==> config.mk <==
export PLATFORM = sky130hd
export DESIGN_NAME = sdram_arbiter_flat
export DESIGN_NICKNAME = d
export VERILOG_FILES = /design/src/rtl/gba_io_pkg.sv /design/src/rtl/sdram_arbiter_if.sv /design/src/rtl/sdram_arbiter.sv /design/src/flat_wrapper.sv
export SDC_FILE = /design/constraint.sdc
export NUM_CORES = 1
export LEC_CHECK = 0
export BUFFER_PORTS_ARGS = -buffer_cell sky130_fd_sc_hd__clkbuf_2
export CELL_PAD_IN_SITES_DETAIL_PLACEMENT = 1
export CELL_PAD_IN_SITES_GLOBAL_PLACEMENT = 2
export CORE_UTILIZATION = 21
export CTS_CLUSTER_SIZE = 24
export DETAILED_ROUTE_END_ITERATION = 10
export PLACE_DENSITY_LB_ADDON = 0.2
export SYNTH_ARGS = -nofsm -noshare
export SYNTH_HDL_FRONTEND = slang
export SYNTH_SLANG_ARGS = --single-unit
==> constraint.sdc <==
create_clock -name clk -period 1.8 [get_ports clk]
set_clock_uncertainty 0.2 [all_clocks]
set_input_delay 0.54 -clock clk [delete_from_list [all_inputs] [get_ports clk]]
set_output_delay 0.54 -clock clk [all_outputs]
set_load 0.05 [all_outputs]
==> src/rtl/gba_io_pkg.sv <==
// Shared types and constants for the GBA I/O fabric.
//   arb_state_t  : sdram_arbiter FSM states
//   arb_owner_t  : owner of the SDRAM port (0 = GBA, 1 = USB)
//   SDRAM_ADDR_W : SDRAM byte-address width (0x2000_0000-byte space)
package gba_io_pkg;

    localparam int unsigned SDRAM_ADDR_W = 29;

    typedef enum logic [1:0] {
        StIdle,
        StIssue,
        StRdWait,
        StDone
    } arb_state_t;

    typedef enum logic {
        OwnGba = 1'b0,
        OwnUsb = 1'b1
    } arb_owner_t;

endpackage

==> src/rtl/sdram_arbiter_if.sv <==
// Bus bundle around sdram_arbiter.
//   gba_*  : cartridge-bus request/ack (high priority)
//   usb_*  : mux side of the USB bridge port (low priority, level requests)
//   mem_*  : single SDRAM controller command/response port
//   arb_owner : owner of the current/last transaction
// Modports: slave = the arbiter, master = everything around it.
interface sdram_arbiter_if
    import gba_io_pkg::*;
#(
    parameter int unsigned ADDR_W = SDRAM_ADDR_W
);
    logic              gba_req;
    logic              gba_we;
    logic [ADDR_W-1:0] gba_addr;
    logic [31:0]       gba_wdata;
    logic [3:0]        gba_be;
    logic              gba_ack;
    logic [31:0]       gba_rdata;

    logic [31:0]       usb_addr;
    logic              usb_wr;
    logic [31:0]       usb_wr_data;
    logic              usb_wr_ready;
    logic              usb_rd;
    logic              usb_rd_valid;
    logic [31:0]       usb_rd_data;

    logic              mem_req;
    logic              mem_we;
    logic [ADDR_W-1:0] mem_addr;
    logic [31:0]       mem_wdata;
    logic [3:0]        mem_be;
    logic              mem_gnt;
    logic              mem_rvalid;
    logic [31:0]       mem_rdata;

    logic              arb_owner;

    modport slave (
        input  gba_req, gba_we, gba_addr, gba_wdata, gba_be,
        output gba_ack, gba_rdata,
        input  usb_addr, usb_wr, usb_wr_data, usb_rd,
        output usb_wr_ready, usb_rd_valid, usb_rd_data,
        output mem_req, mem_we, mem_addr, mem_wdata, mem_be,
        input  mem_gnt, mem_rvalid, mem_rdata,
        output arb_owner
    );

    modport master (
        output gba_req, gba_we, gba_addr, gba_wdata, gba_be,
        input  gba_ack, gba_rdata,
        output usb_addr, usb_wr, usb_wr_data, usb_rd,
        input  usb_wr_ready, usb_rd_valid, usb_rd_data,
        input  mem_req, mem_we, mem_addr, mem_wdata, mem_be,
        output mem_gnt, mem_rvalid, mem_rdata,
        input  arb_owner
    );

endinterface

==> src/rtl/sdram_arbiter.sv <==
// Two-client SDRAM port arbiter: GBA cartridge bus (priority) vs USB bridge
// (bulk). One transaction in flight; a starvation counter forces a USB grant
// after STARVE_LIMIT consecutive GBA grants while USB waits.
// Ports:
//   clk   : system clock
//   rst_n : synchronous active-low reset
//   bus   : sdram_arbiter_if.slave (GBA, USB and SDRAM signal groups)
module sdram_arbiter
    import gba_io_pkg::*;
#(
    parameter int unsigned ADDR_W       = SDRAM_ADDR_W,
    parameter int unsigned STARVE_LIMIT = 4
) (
    input  logic           clk,
    input  logic           rst_n,
    sdram_arbiter_if.slave bus
);

    localparam int unsigned CntW = $clog2(STARVE_LIMIT + 1);
    localparam logic [CntW-1:0] Limit = CntW'(STARVE_LIMIT);

    arb_state_t        state_q, state_d;
    arb_owner_t        owner_q, owner_d;
    logic              we_q, we_d;
    logic [ADDR_W-1:0] addr_q, addr_d;
    logic [31:0]       wdata_q, wdata_d;
    logic [3:0]        be_q, be_d;
    logic [CntW-1:0]   starve_q, starve_d;
    logic [31:0]       gba_rdata_q, gba_rdata_d;
    logic [31:0]       usb_rd_data_q, usb_rd_data_d;

    logic usb_pend;
    logic usb_oor;
    logic grant_gba;
    logic grant_usb;

    assign usb_pend  = bus.usb_wr | bus.usb_rd;
    assign usb_oor   = |bus.usb_addr[31:ADDR_W];
    // GBA wins unless it has starved a waiting USB client for Limit grants.
    assign grant_gba = bus.gba_req & ((starve_q < Limit) | ~usb_pend);
    assign grant_usb = usb_pend & ~grant_gba;

    // State and datapath registers.
    always_ff @(posedge clk) begin
        if (!rst_n) begin
            state_q       <= StIdle;
            owner_q       <= OwnGba;
            we_q          <= 1'b0;
            addr_q        <= '0;
            wdata_q       <= '0;
            be_q          <= '0;
            starve_q      <= '0;
            gba_rdata_q   <= '0;
            usb_rd_data_q <= '0;
        end else begin
            state_q       <= state_d;
            owner_q       <= owner_d;
            we_q          <= we_d;
            addr_q        <= addr_d;
            wdata_q       <= wdata_d;
            be_q          <= be_d;
            starve_q      <= starve_d;
            gba_rdata_q   <= gba_rdata_d;
            usb_rd_data_q <= usb_rd_data_d;
        end
    end

    // Next-state and command latching.
    always_comb begin
        state_d       = state_q;
        owner_d       = owner_q;
        we_d          = we_q;
        addr_d        = addr_q;
        wdata_d       = wdata_q;
        be_d          = be_q;
        starve_d      = starve_q;
        gba_rdata_d   = gba_rdata_q;
        usb_rd_data_d = usb_rd_data_q;

        unique case (state_q)
            StIdle: begin
                if (grant_gba) begin
                    if (usb_pend) begin
                        if (starve_q != Limit) starve_d = starve_q + 1'b1;
                    end else begin
                        starve_d = '0;
                    end
                    owner_d = OwnGba;
                    we_d    = bus.gba_we;
                    addr_d  = bus.gba_addr;
                    wdata_d = bus.gba_wdata;
                    be_d    = bus.gba_be;
                    state_d = StIssue;
                end else if (grant_usb) begin
                    starve_d = '0;
                    owner_d  = OwnUsb;
                    we_d     = bus.usb_wr;  // write wins when both are raised
                    addr_d   = bus.usb_addr[ADDR_W-1:0];
                    wdata_d  = bus.usb_wr_data;
                    be_d     = 4'hF;
                    if (usb_oor) begin
                        // Out of range: no memory access, reads return zero.
                        if (!bus.usb_wr) usb_rd_data_d = '0;
                        state_d = StDone;
                    end else begin
                        state_d = StIssue;
                    end
                end
            end
            StIssue: begin
                if (bus.mem_gnt) state_d = we_q ? StDone : StRdWait;
            end
            StRdWait: begin
                if (bus.mem_rvalid) begin
                    if (owner_q == OwnGba) gba_rdata_d = bus.mem_rdata;
                    else                   usb_rd_data_d = bus.mem_rdata;
                    state_d = StDone;
                end
            end
            StDone:  state_d = StIdle;
            default: state_d = StIdle;
        endcase
    end

    // Outputs decoded from registered state. usb_rd_valid is additionally
    // gated by usb_rd so a withdrawn read (FIFO full) is silently discarded.
    always_comb begin
        bus.mem_req      = (state_q == StIssue);
        bus.mem_we       = we_q;
        bus.mem_addr     = addr_q;
        bus.mem_wdata    = wdata_q;
        bus.mem_be       = be_q;
        bus.gba_ack      = (state_q == StDone) && (owner_q == OwnGba);
        bus.gba_rdata    = gba_rdata_q;
        bus.usb_wr_ready = (state_q == StDone) && (owner_q == OwnUsb) && we_q;
        bus.usb_rd_valid = (state_q == StDone) && (owner_q == OwnUsb) && !we_q && bus.usb_rd;
        bus.usb_rd_data  = usb_rd_data_q;
        bus.arb_owner    = owner_q;
    end

endmodule
==> src/flat_wrapper.sv <==
// flat-port wrapper written by rule: the top's interface ports become plain ports
module sdram_arbiter_flat import gba_io_pkg::*;
#(
    parameter int unsigned ADDR_W       = SDRAM_ADDR_W,
    parameter int unsigned STARVE_LIMIT = 4
)
  (clk, rst_n, bus_gba_req, bus_gba_we, bus_gba_addr, bus_gba_wdata, bus_gba_be, bus_gba_ack, bus_gba_rdata, bus_usb_addr, bus_usb_wr, bus_usb_wr_data, bus_usb_rd, bus_usb_wr_ready, bus_usb_rd_valid, bus_usb_rd_data, bus_mem_req, bus_mem_we, bus_mem_addr, bus_mem_wdata, bus_mem_be, bus_mem_gnt, bus_mem_rvalid, bus_mem_rdata, bus_arb_owner);
  sdram_arbiter_if #(.ADDR_W(ADDR_W)) bus_i ();
  input  logic clk;
  input  logic rst_n;
  input wire logic [$bits(bus_i.gba_req)-1:0] bus_gba_req;
  input wire logic [$bits(bus_i.gba_we)-1:0] bus_gba_we;
  input wire logic [$bits(bus_i.gba_addr)-1:0] bus_gba_addr;
  input wire logic [$bits(bus_i.gba_wdata)-1:0] bus_gba_wdata;
  input wire logic [$bits(bus_i.gba_be)-1:0] bus_gba_be;
  output wire logic [$bits(bus_i.gba_ack)-1:0] bus_gba_ack;
  output wire logic [$bits(bus_i.gba_rdata)-1:0] bus_gba_rdata;
  input wire logic [$bits(bus_i.usb_addr)-1:0] bus_usb_addr;
  input wire logic [$bits(bus_i.usb_wr)-1:0] bus_usb_wr;
  input wire logic [$bits(bus_i.usb_wr_data)-1:0] bus_usb_wr_data;
  input wire logic [$bits(bus_i.usb_rd)-1:0] bus_usb_rd;
  output wire logic [$bits(bus_i.usb_wr_ready)-1:0] bus_usb_wr_ready;
  output wire logic [$bits(bus_i.usb_rd_valid)-1:0] bus_usb_rd_valid;
  output wire logic [$bits(bus_i.usb_rd_data)-1:0] bus_usb_rd_data;
  output wire logic [$bits(bus_i.mem_req)-1:0] bus_mem_req;
  output wire logic [$bits(bus_i.mem_we)-1:0] bus_mem_we;
  output wire logic [$bits(bus_i.mem_addr)-1:0] bus_mem_addr;
  output wire logic [$bits(bus_i.mem_wdata)-1:0] bus_mem_wdata;
  output wire logic [$bits(bus_i.mem_be)-1:0] bus_mem_be;
  input wire logic [$bits(bus_i.mem_gnt)-1:0] bus_mem_gnt;
  input wire logic [$bits(bus_i.mem_rvalid)-1:0] bus_mem_rvalid;
  input wire logic [$bits(bus_i.mem_rdata)-1:0] bus_mem_rdata;
  output wire logic [$bits(bus_i.arb_owner)-1:0] bus_arb_owner;
  assign bus_i.gba_req = bus_gba_req;
  assign bus_i.gba_we = bus_gba_we;
  assign bus_i.gba_addr = bus_gba_addr;
  assign bus_i.gba_wdata = bus_gba_wdata;
  assign bus_i.gba_be = bus_gba_be;
  assign bus_gba_ack = bus_i.gba_ack;
  assign bus_gba_rdata = bus_i.gba_rdata;
  assign bus_i.usb_addr = bus_usb_addr;
  assign bus_i.usb_wr = bus_usb_wr;
  assign bus_i.usb_wr_data = bus_usb_wr_data;
  assign bus_i.usb_rd = bus_usb_rd;
  assign bus_usb_wr_ready = bus_i.usb_wr_ready;
  assign bus_usb_rd_valid = bus_i.usb_rd_valid;
  assign bus_usb_rd_data = bus_i.usb_rd_data;
  assign bus_mem_req = bus_i.mem_req;
  assign bus_mem_we = bus_i.mem_we;
  assign bus_mem_addr = bus_i.mem_addr;
  assign bus_mem_wdata = bus_i.mem_wdata;
  assign bus_mem_be = bus_i.mem_be;
  assign bus_i.mem_gnt = bus_mem_gnt;
  assign bus_i.mem_rvalid = bus_mem_rvalid;
  assign bus_i.mem_rdata = bus_mem_rdata;
  assign bus_arb_owner = bus_i.arb_owner;
  sdram_arbiter #(.ADDR_W(ADDR_W), .STARVE_LIMIT(STARVE_LIMIT)) u_core (.clk(clk), .rst_n(rst_n), .bus(bus_i));
endmodule
; After elaboration in Yosys (flattened, before gate mapping)
; Cells that the tools add are included.
[word_totals]
memories = 0
mem_bits_ro = 0
regBits = 136
latchBits = 0
ram_bits = 0
wordCells = 74
[op_classes]
n_eq_ne = 13
n_reduce_logical = 15
mul = 0
order_cmp = 1
addsub = 1
mux = 28
n_div = 0
bitwise = 7
shift = 0
[ops]
columns = operator, count
row1 = $mux 32, 8
row2 = $pmux 32 s2, 1
row3 = $mux 29, 2
row4 = $mux 3, 4
row5 = $mux 2, 5
row6 = $reduce_and 3->1, 3
row7 = $mux 4, 2
row8 = $ne 2x1->1 const B, 4
row9 = $pmux 2 s4, 1
row10 = $reduce_and 7->1, 1
row11 = $ne 2x2->1 const B, 3
row12 = $ne 3x3->1 const B, 2
row13 = $logic_and 1x1->1, 5
row14 = $mux 1, 5
row15 = $eq 2x2->1 const B, 2
row16 = $reduce_bool 2->1, 2
row17 = $add 3x1->3 const B, 1
row18 = $lt 3x3->1 const B, 1
row19 = $ne 3x1->1 const B, 1
row20 = $not 1->1, 3
row21 = $reduce_or 3->1, 1
row22 = $and 1x1->1, 2
row23 = $eq 2x1->1 const B, 1
row24 = $logic_not 2->1, 1
row25 = other kinds (3), 4

; Depth between registers and ports, before layout
; Gate-level depths: netlist of the first run.
[logic_depth]
depth_word = 9
depth_mapped = 8

; Worst setup path before layout of the first run
; No wires, ideal clock.
[synth_path]
kind = reg2out
start = register u_core.owner_q (netlist: u_core.bus.arb_owner)
end = output port bus_usb_rd_valid
slack_ps = -267
path_stages_with_launch = 2
arrival_ps = 1327
path_buffers = 0
t_required_ps = 1060
cell_sequence = dfxtp_1 -> and4b_1
[synth_between]
elab_chain_cells = 3
[synth_rtl]
columns = item, line_no
row1 = "start, declared", sdram_arbiter.sv:23  ; arb_owner_t owner_q, owner_d;
row2 = "start signal, assigned", sdram_arbiter.sv:47  ; owner_q <= OwnGba;
row3 = "start signal, assigned", sdram_arbiter.sv:57  ; owner_q <= owner_d;
row4 = $logic_and 1x1->1 (3 in series), sdram_arbiter.sv:136  ; bus.usb_rd_valid = (state_q == StDone) && (owner_q == OwnUsb) && !we_q && bus.usb_rd;
row5 = "end, declared", flat_wrapper.sv:23  ; output wire logic [$bits(bus_i.usb_rd_valid)-1:0] bus_usb_rd_valid;
; No other way between the ends.

; Worst setup path after layout of the first run
[layout_path]
start = register u_core.state_q[1]
end = output port bus_usb_rd_valid
[layout_between]
elab_chain_cells = 4
[layout_rtl]
columns = item, line_no
row1 = "start, declared", sdram_arbiter.sv:22  ; arb_state_t state_q, state_d;
row2 = "start signal, assigned", sdram_arbiter.sv:46  ; state_q <= StIdle;
row3 = "start signal, assigned", sdram_arbiter.sv:56  ; state_q <= state_d;
row4 = $eq 2x2->1, sdram_arbiter.sv:136
row5 = $logic_and 1x1->1 (3 in series), sdram_arbiter.sv:136
; No other way between the ends.

==> results.md, run 1 <==
- Crit Path Class: reg2out
- Latest clock arrival within the worst-skew pair: between 400 and 500 ps
- Setup Viol. Count Final: 54
- Setup repair after global routing missed its margin: yes
- Shortest period the worst path allows: 2160 ps
- Dominant cells by area after synthesis: sky130_fd_sc_hd__dfxtp_1, sky130_fd_sc_hd__a21oi_1, sky130_fd_sc_hd__nand2_1
- Nature of the critical path endpoint: output port
- Hold path startpoint: bus_usb_wr_data[11]
- Layout area overhead: 71.6%
- First-pass GRT wire length: 34.8 mm
- Number of hold buffers added after cts: 0
- Worst-Margin Slew: 626 ps
- Post-route cell area: around 9100 µm²
- Worst hold path type: in2reg
- I/O pins: 304
- Area fraction of the dominant cell type after synthesis: 0.516
- Hold path endpoint: u_core.bus.mem_wdata[11]$_SDFFE_PN0P_
- Total chip power: 15,100 µW
- Final hold slack: 121 ps
- Worst flop-to-flop path startpoint: u_core.state_q[1]$_SDFFE_PN0P_
- Drt total wl: 22.7 mm
- Outcome: finished, violations left
- Largest fanout on the critical path: 3
- Die width: 161 µm
- Via count of the first global-routing pass: 6,031
- Reg2reg end: u_core.state_q[0]$_SDFFE_PN0P_
- Cells traversed along the worst timing path: buf_6, ha_4, and4b_2, buf_12
- Count of final hold-check violations: 0
- Fraction of registers with async set or reset after synthesis: 0
- Power per cell area: 1660 nW/µm²
- Num Clock Sinks: 136
- Final HPWL DP: 15.5 mm
- Largest incremental delay on the critical path: between 300 and 400 ps
- Register bit total from synthesis: 136
- Number of pins exceeding their max-slew limit in the final report: 0
- Max clock buf depth: 2
- Seq. cell area: 2730 µm²
- Number of filler instances in the final layout: 2,889
- Most common library cells after synthesis: sky130_fd_sc_hd__a21oi_1, sky130_fd_sc_hd__dfxtp_1, sky130_fd_sc_hd__nand2_1
- Post-synthesis instance area: between 5000 and 6000 µm²
- Post-synthesis sequential area ratio: 0.516
- DRC violation count after routing: 0
- Post-route worst setup slack: -357 ps
- Number of input and output port buffers inserted: just over 300
- Worst relative slew slack: 0.583
- Max-cap violations: 0
- Highest clock rate: 0.464 GHz
- Initial cell density of the core: 0.216
- Largest vdd supply drop: 0.626 mV
- Final worst path period share: 1.20
- Area of the placeable core: 24,500 µm²
- Setup total negative slack: -3570 ps
- Avg Vias per Cell: approximately 4.5
- CTS Buf Count: 17
- WL per Instance: about 18 µm
- DRT antenna net count: 0
- Total area of multi-input combinational cells: between 2000 and 3000 µm²
- 1st-iter DRT viols: about 200
- All-Layer GR Usage: 0.173
- Category of the worst setup path launch point: flip-flop
- Data arrival time of the worst path: about 1400 ps
- Post-Place Cell Area: between 7000 and 8000 µm²
- Max H-tree Level: 4
- Number of antenna violations at the first check in global routing: 2
- Violations in the final reports: negative setup slack
- Number of enable-type register cells in the synthesized netlist: 0
- Layout cell share with drive strength beyond 1: 0.497
- Routability congestion estimate: 0.739
- Mean post-synth cell area: 8.43 µm²
- CTS tree: yes
- Die Ht: approximately 160 µm
- Worst hold path stage count: 3
- Leading area contributor after synthesis: sky130_fd_sc_hd__dfxtp_1
- Reg2reg path depth: 8
- Floorplan die area: 25,800 µm²
- Worst setup slack for register-to-register paths: -170 ps
- First-pass iteration count of the detailed router: 4
- Synthesized netlist cell count: 626
- Most frequently used flop master after synthesis: sky130_fd_sc_hd__dfxtp_1
- Global route total overflow: 0
- Leakage power figure: 0.00410 µW
- Synthesis warning total: 0
- CTS root buf: sky130_fd_sc_hd__clkbuf_16
- Critical path's slowest cell: sky130_fd_sc_hd__dfxtp_2
- Pin count of the biggest net entering global routing: 67
- Most used standard cell by instance count after synthesis: sky130_fd_sc_hd__a21oi_1
- Post-layout net count: 1,131
- Number of distinct library cell variants in the gate-level netlist after synthesis: 35
- Required time worst endpoint: 1060 ps
- Clock edge transition at the registers on the reported setup and hold paths: 70 ps
- Std-Cell Rows: 57
- Count of vias placed by the detailed router: 5,852
- Number of nets produced by synthesis: between 800 and 900
## repair_timing
item | CTS | global route
gates resized for setup | 139 | 129
buffers inserted | 6 | 4
pin swaps | 3 | 49
endpoints found under the setup margin | 186 | 138
gates cloned | 1 | 6
## power breakdown
group	leakage [µW]	internal [µW]	total [µW]	switching, µW
combinational	0.00270	2790	7480	4690
clock	0.000291	1880	3570	1690
sequential	0.00112	3670	4030	358
## layer usage
| layer | up-vias | GRT usage | wire length, µm |
|---|---|---|---|
| met1 | 2773 | 0.219 | 10100 |
| met4 | 0 | 0.0385 | 255 |
| li1 | 2864 | - | - |
| met2 | 200 | 0.279 | 10700 |
| met5 | - | 0 | 0 |
| met3 | 15 | 0.0633 | 1710 |
## state kept, by name (all words and copies together), names as in the netlist
register / cells
u_core.bus.gba_rdata: 32
u_core.bus.mem_wdata: 32
u_core.bus.usb_rd_data: 32
u_core.bus.mem_addr: 29
u_core.bus.mem_be: 4
u_core.starve_q: 3
u_core.state_q: 2
u_core.bus.arb_owner: 1
u_core.bus.mem_we: 1
## critical path: cells and delay by family, from the launching register on
| kind | cells | cell delay, ps |
|---|---|---|
| DFF | 1 | 340 |
| buffers and inverters | 2 | 260 |
| and+or+nand+nor | 1 | 240 |
| adders and majority gates | 1 | 150 |
## worst max-delay path by stage
stage / start / end / slack (ps) / cells after the start
after floorplan: bus_usb_addr[30] / u_core.bus.usb_rd_data[0]$_SDFFE_PN0P_ / 20 / 5
after global placement: bus_usb_addr[30] / u_core.bus.usb_rd_data[30]$_SDFFE_PN0P_ / -140 / 6
after detailed placement: bus_usb_addr[30] / u_core.bus.usb_rd_data[3]$_SDFFE_PN0P_ / -170 / 6
after CTS: u_core.state_q[1]$_SDFFE_PN0P_ / bus_usb_rd_valid / -390 / 4
after global routing: u_core.state_q[1]$_SDFFE_PN0P_ / bus_usb_rd_valid / -400 / 4
final: u_core.state_q[1]$_SDFFE_PN0P_ / bus_usb_rd_valid / -360 / 4
## metrics by stage
step,utilization,setup WS (ps),instances
3_3_place_gp,0.306,-144,1244
2_1_floorplan,-,17.5,626
4_1_cts,0.351,-391,1283
6_report,0.370,-357,1294
5_1_grt,0.370,-404,1293
3_5_place_dp,0.306,-172,1244
## layout make-up
type                            instances  share of cell area
Sequential cell                       136               0.302
Timing Repair Buffer                  363               0.297
Multi-Input combinational cell        430               0.286
Clock buffer                           17              0.0470
Tap cell                              324              0.0447
Clock inverter                         15              0.0193
Inverter                                8             0.00387
Antenna cell                            1            0.000276
## cells by family (layout without fill, tap and decap cells)
logic type	after synthesis	after routing	synth area share
DFF	136	136	0.516
buffers and inverters	60	403	0.0562
other	0	1	0
AOI/OAI and AO/OA	269	269	0.290
and+or+nand+nor	155	155	0.123
adders and majority gates	6	6	0.0142
## cell usage in the layout, fill, tap and decap left out, types with 17 or more instances in the layout
cell / Yosys / layout
sky130_fd_sc_hd__dfxtp_1: 136 / 131
sky130_fd_sc_hd__a21oi_2: 1 / 28
sky130_fd_sc_hd__o21ai_0: 62 / 61
sky130_fd_sc_hd__a22o_1: 32 / 32
sky130_fd_sc_hd__buf_4: 7 / 51
sky130_fd_sc_hd__a21oi_1: 159 / 132
sky130_fd_sc_hd__clkbuf_4: 0 / 97
sky130_fd_sc_hd__buf_12: 0 / 17
sky130_fd_sc_hd__clkbuf_2: 0 / 169
sky130_fd_sc_hd__clkbuf_16: 0 / 24
sky130_fd_sc_hd__nand2_1: 133 / 105
No activity file was read; power rests on OpenSTA's default activity.
==> inputs of run 2 (changes only) <==
ABC_AREA = 1   (was unset)
==> results.md, run 2 <==
- Final HPWL DP: 18.5 mm (+19%)
- CTS root buf: sky130_fd_sc_hd__clkbuf_16
- Commonest non-fill, non-tap cell in the layout: sky130_fd_sc_hd__nand2_1
- Synthesized netlist cell count: 1,001 (+60%)
- Post-route worst setup slack: -274 ps (+82.9 ps)
- Seq pwr share: 0.252 (-0.015)
- Dominant cells by area after synthesis: sky130_fd_sc_hd__dfxtp_1, sky130_fd_sc_hd__nand2_1, sky130_fd_sc_hd__inv_1
- Most frequently used flop master after synthesis: sky130_fd_sc_hd__dfxtp_1
- Latest clock arrival within the worst-skew pair: 420 ps (about the same)
- Commonest non-fill, non-tap cells in the layout: sky130_fd_sc_hd__nand2_1, sky130_fd_sc_hd__clkbuf_2, sky130_fd_sc_hd__inv_1
- WL per Instance: 15.2 µm (-14%)
- I/O pins: 304 (unchanged)
- Data arrival time of the worst path: 1330 ps (-90 ps)
- Worst relative slew slack: 0.739 (+0.157)
- Number of hold buffers added after cts: 0 (unchanged)
- Pin count of the biggest net entering global routing: 60 (-10%)
- Initial cell density of the core: 0.215 (-0.000795)
- Die Ht: 177 µm (+10%)
- Most common library cells after synthesis: sky130_fd_sc_hd__nand2_1, sky130_fd_sc_hd__inv_1, sky130_fd_sc_hd__dfxtp_1
- 1st-iter DRT viols: 222 (+14%)
- Clock power frac: 0.232 (-0.005)
- Final std cells w/o fill: 1,707 (+32%)
- Most used standard cell by instance count after synthesis: sky130_fd_sc_hd__nand2_1
- Setup repair after global routing missed its margin: yes
- DRC violation count after routing: 0 (unchanged)
- Std-Cell Rows: 63 (+11%)
- First-pass GRT wire length: 40.2 mm (+15%)
- Drt total wl: 25.9 mm (+14%)
- Floorplan die area: 31,200 µm² (+21%)
- Number of filler instances in the final layout: 3,779 (+31%)
- Switching share of power: 0.457 (+0.00967)
- Max H-tree Level: 4 (unchanged)
- Seq. cell area: 2730 µm² (unchanged)
- Area fraction of the dominant cell type after synthesis: 0.425 (-0.0908)
- Total area of multi-input combinational cells: 2890 µm² (+11%)
- Area of the placeable core: 29,800 µm² (+22%)
- Outcome: finished, violations left
- Post-layout net count: 1,479 (+31%)
- Net switching power: 7780 µW (+15%)
- Via count of the first global-routing pass: 7,194 (+19%)
- CTS Buf Count: 17 (unchanged)
- Reg2reg path depth: 8 (unchanged)
- All-Layer GR Usage: 0.167 (-0.00637)
- CTS tree: yes
- Crit Path Class: reg2out
- Worst hold path stage count: 3 (unchanged)
- Number of input and output port buffers inserted: 303 (unchanged)
- Synthesis warning total: 0 (unchanged)
- Cell Int Power: 9260 µW (+11%)
- Largest fanout on the critical path: 4 (+1)
- Register bit total from synthesis: 136 (unchanged)
- Final worst path period share: 1.15 (-0.0460)
- Max-cap violations: 0 (unchanged)
- Number of enable-type register cells in the synthesized netlist: 0 (unchanged)
- Num Clock Sinks: 136 (unchanged)
- Required time worst endpoint: 1060 ps (about the same)
- Highest clock rate: 0.482 GHz (+4.0%)
- Number of distinct library cell variants in the gate-level netlist after synthesis: 18 (-49%)
- Largest vdd supply drop: 0.781 mV (+25%)
- Nature of the critical path endpoint: output port
- Number of antenna violations at the first check in global routing: 0 (-2)
- Worst setup slack before clock tree synthesis: -128 ps (+44.0 ps)
- Number of nets produced by synthesis: 1,176 (+47%)
- Layout cell share with drive strength beyond 1: 0.310 (-0.188)
- Violations in the final reports: negative setup slack
- Count of final hold-check violations: 0 (unchanged)
- Max clock buf depth: 2 (unchanged)
- Setup Viol. Count Final: 5 (-91%)
- DRT antenna net count: 0 (unchanged)
- Worst hold path type: in2reg
- Routability congestion estimate: 0.721 (-2.4%)
- Combinational Power Share: 0.516 (+0.020)
- Worst setup slack for register-to-register paths: 0 ps (+170 ps)
- Category of the worst setup path launch point: flip-flop
- Worst-Margin Slew: 391 ps (-235 ps)
- Number of pins exceeding their max-slew limit in the final report: 0 (unchanged)
- Global route total overflow: 0 (unchanged)
- First-pass iteration count of the detailed router: 4 (unchanged)
- Power per cell area: 1710 nW/µm² (+2.8%)
- Count of vias placed by the detailed router: 7,127 (+22%)
- Post-synthesis instance area: 6410 µm² (+21%)
- Avg Vias per Cell: 4.18 (-7.7%)
- Leading area contributor after synthesis: sky130_fd_sc_hd__dfxtp_1
- Post-Place Cell Area: 8710 µm² (+16%)
- Shortest period the worst path allows: 2070 ps (-82.9 ps)
- Layout area overhead: 55.5%
- ANT cells: 0 (-1)
- Die width: 177 µm (+10%)
- Post-synthesis sequential area ratio: 0.425 (-0.0908)
- Count of placed standard cells including taps: 1,671 (+34%)
- Post-route cell area: 9960 µm² (+9.9%)
- Mean post-synth cell area: 6.40 µm² (-24%)
- Clock edge transition at the registers on the reported setup and hold paths: 60 ps (about the same)
- Leakage power figure: 0.00518 µW (+26%)
- Fraction of registers with async set or reset after synthesis: 0 (unchanged)
run 2: changes by cell type in the layout (fill, tap and decap cells not counted), moves of 6 or more:
cell / before / now
sky130_fd_sc_hd__nand2_4: 14 / 2
sky130_fd_sc_hd__o21ai_0: 61 / 9
sky130_fd_sc_hd__buf_6: 8 / 2
sky130_fd_sc_hd__nand2_1: 105 / 307
sky130_fd_sc_hd__nand2_2: 14 / 2
sky130_fd_sc_hd__buf_4: 51 / 36
sky130_fd_sc_hd__inv_8: 6 / 0
sky130_fd_sc_hd__inv_1: 5 / 166
sky130_fd_sc_hd__a21oi_1: 132 / 115
sky130_fd_sc_hd__a21oi_2: 28 / 2
sky130_fd_sc_hd__nand3_1: 3 / 113
sky130_fd_sc_hd__nor2_1: 3 / 56
sky130_fd_sc_hd__a22o_1: 32 / 0
run 2: repair_timing:
item | CTS | global route
cloned | 0 | 2
pin swaps | 1 | 6
endpoints found under the setup margin | 140 | 160
hold endpoints to repair | 0 | 0
gates resized for setup | 138 | 64
buffers inserted | 0 | 2
run 2: cells by family (layout without fill, tap and decap cells):
kind of cell | after synthesis | count (layout) | share of synthesized area
fa+ha+maj | 6 | 6 | 0.0117
buf+inv | 233 | 549 | 0.142
flops | 136 | 136 | 0.425
simple gates | 495 | 495 | 0.315
compound gates | 131 | 131 | 0.106
run 2: final cells by class:
type | instances | share of cell area
timing repair buffer | 348 | 0.258
tap | 390 | 0.0490
multi-input combinational | 632 | 0.290
inverter | 169 | 0.0638
clock inverter | 13 | 0.0215
sequential | 136 | 0.274
clock buffer | 19 | 0.0435
run 2: worst max-delay path, cell delays in order, from the launching register on:
cell,delay (ps)
sky130_fd_sc_hd__dfxtp_4,370
sky130_fd_sc_hd__inv_1,60
sky130_fd_sc_hd__buf_4,140
sky130_fd_sc_hd__ha_4,170
sky130_fd_sc_hd__clkbuf_16,170
run 2: metrics by stage:
stage               utilization  power, µW  hold slack (ps)  TNS [ps]
global route              0.334      18100              139    -10050
finish                    0.334      17000              136      -940
floorplan                     -       9760              244      -143
detailed placement        0.292      12300              255     -8920
CTS                       0.328      16900              122     -1110
global placement          0.292      12200              248     -6270
run 2: power by group through the flow:
stage	logic (µW)	clock network, µW	registers [µW]
final	8780	3960	4290
after floorplan	2920	0	6840
after CTS	8510	4100	4300
after global routing	9530	4200	4390
after detailed placement	7970	0	4330
after global placement	7940	0	4310
run 2: path summary, 6_finish.rpt:
check,from,to
worst max-delay path,u_core.state_q[1]$_SDFFE_PN0P_,bus_mem_req
worst min-delay path,bus_gba_be[1],u_core.bus.mem_be[1]$_SDFFE_PN0P_
worst max register to register,u_core.state_q[1]$_SDFFE_PN0P_,u_core.starve_q[0]$_SDFFE_PN0P_
worst min register to register,u_core.bus.gba_rdata[6]$_SDFFE_PN0P_,u_core.bus.gba_rdata[6]$_SDFFE_PN0P_
run 2: per-layer routing:
layer  part of all wire  GRT usage
met1               0.44      0.206
met2               0.49      0.285
met3              0.063     0.0481
met4             0.0083     0.0377
met5                  0          0
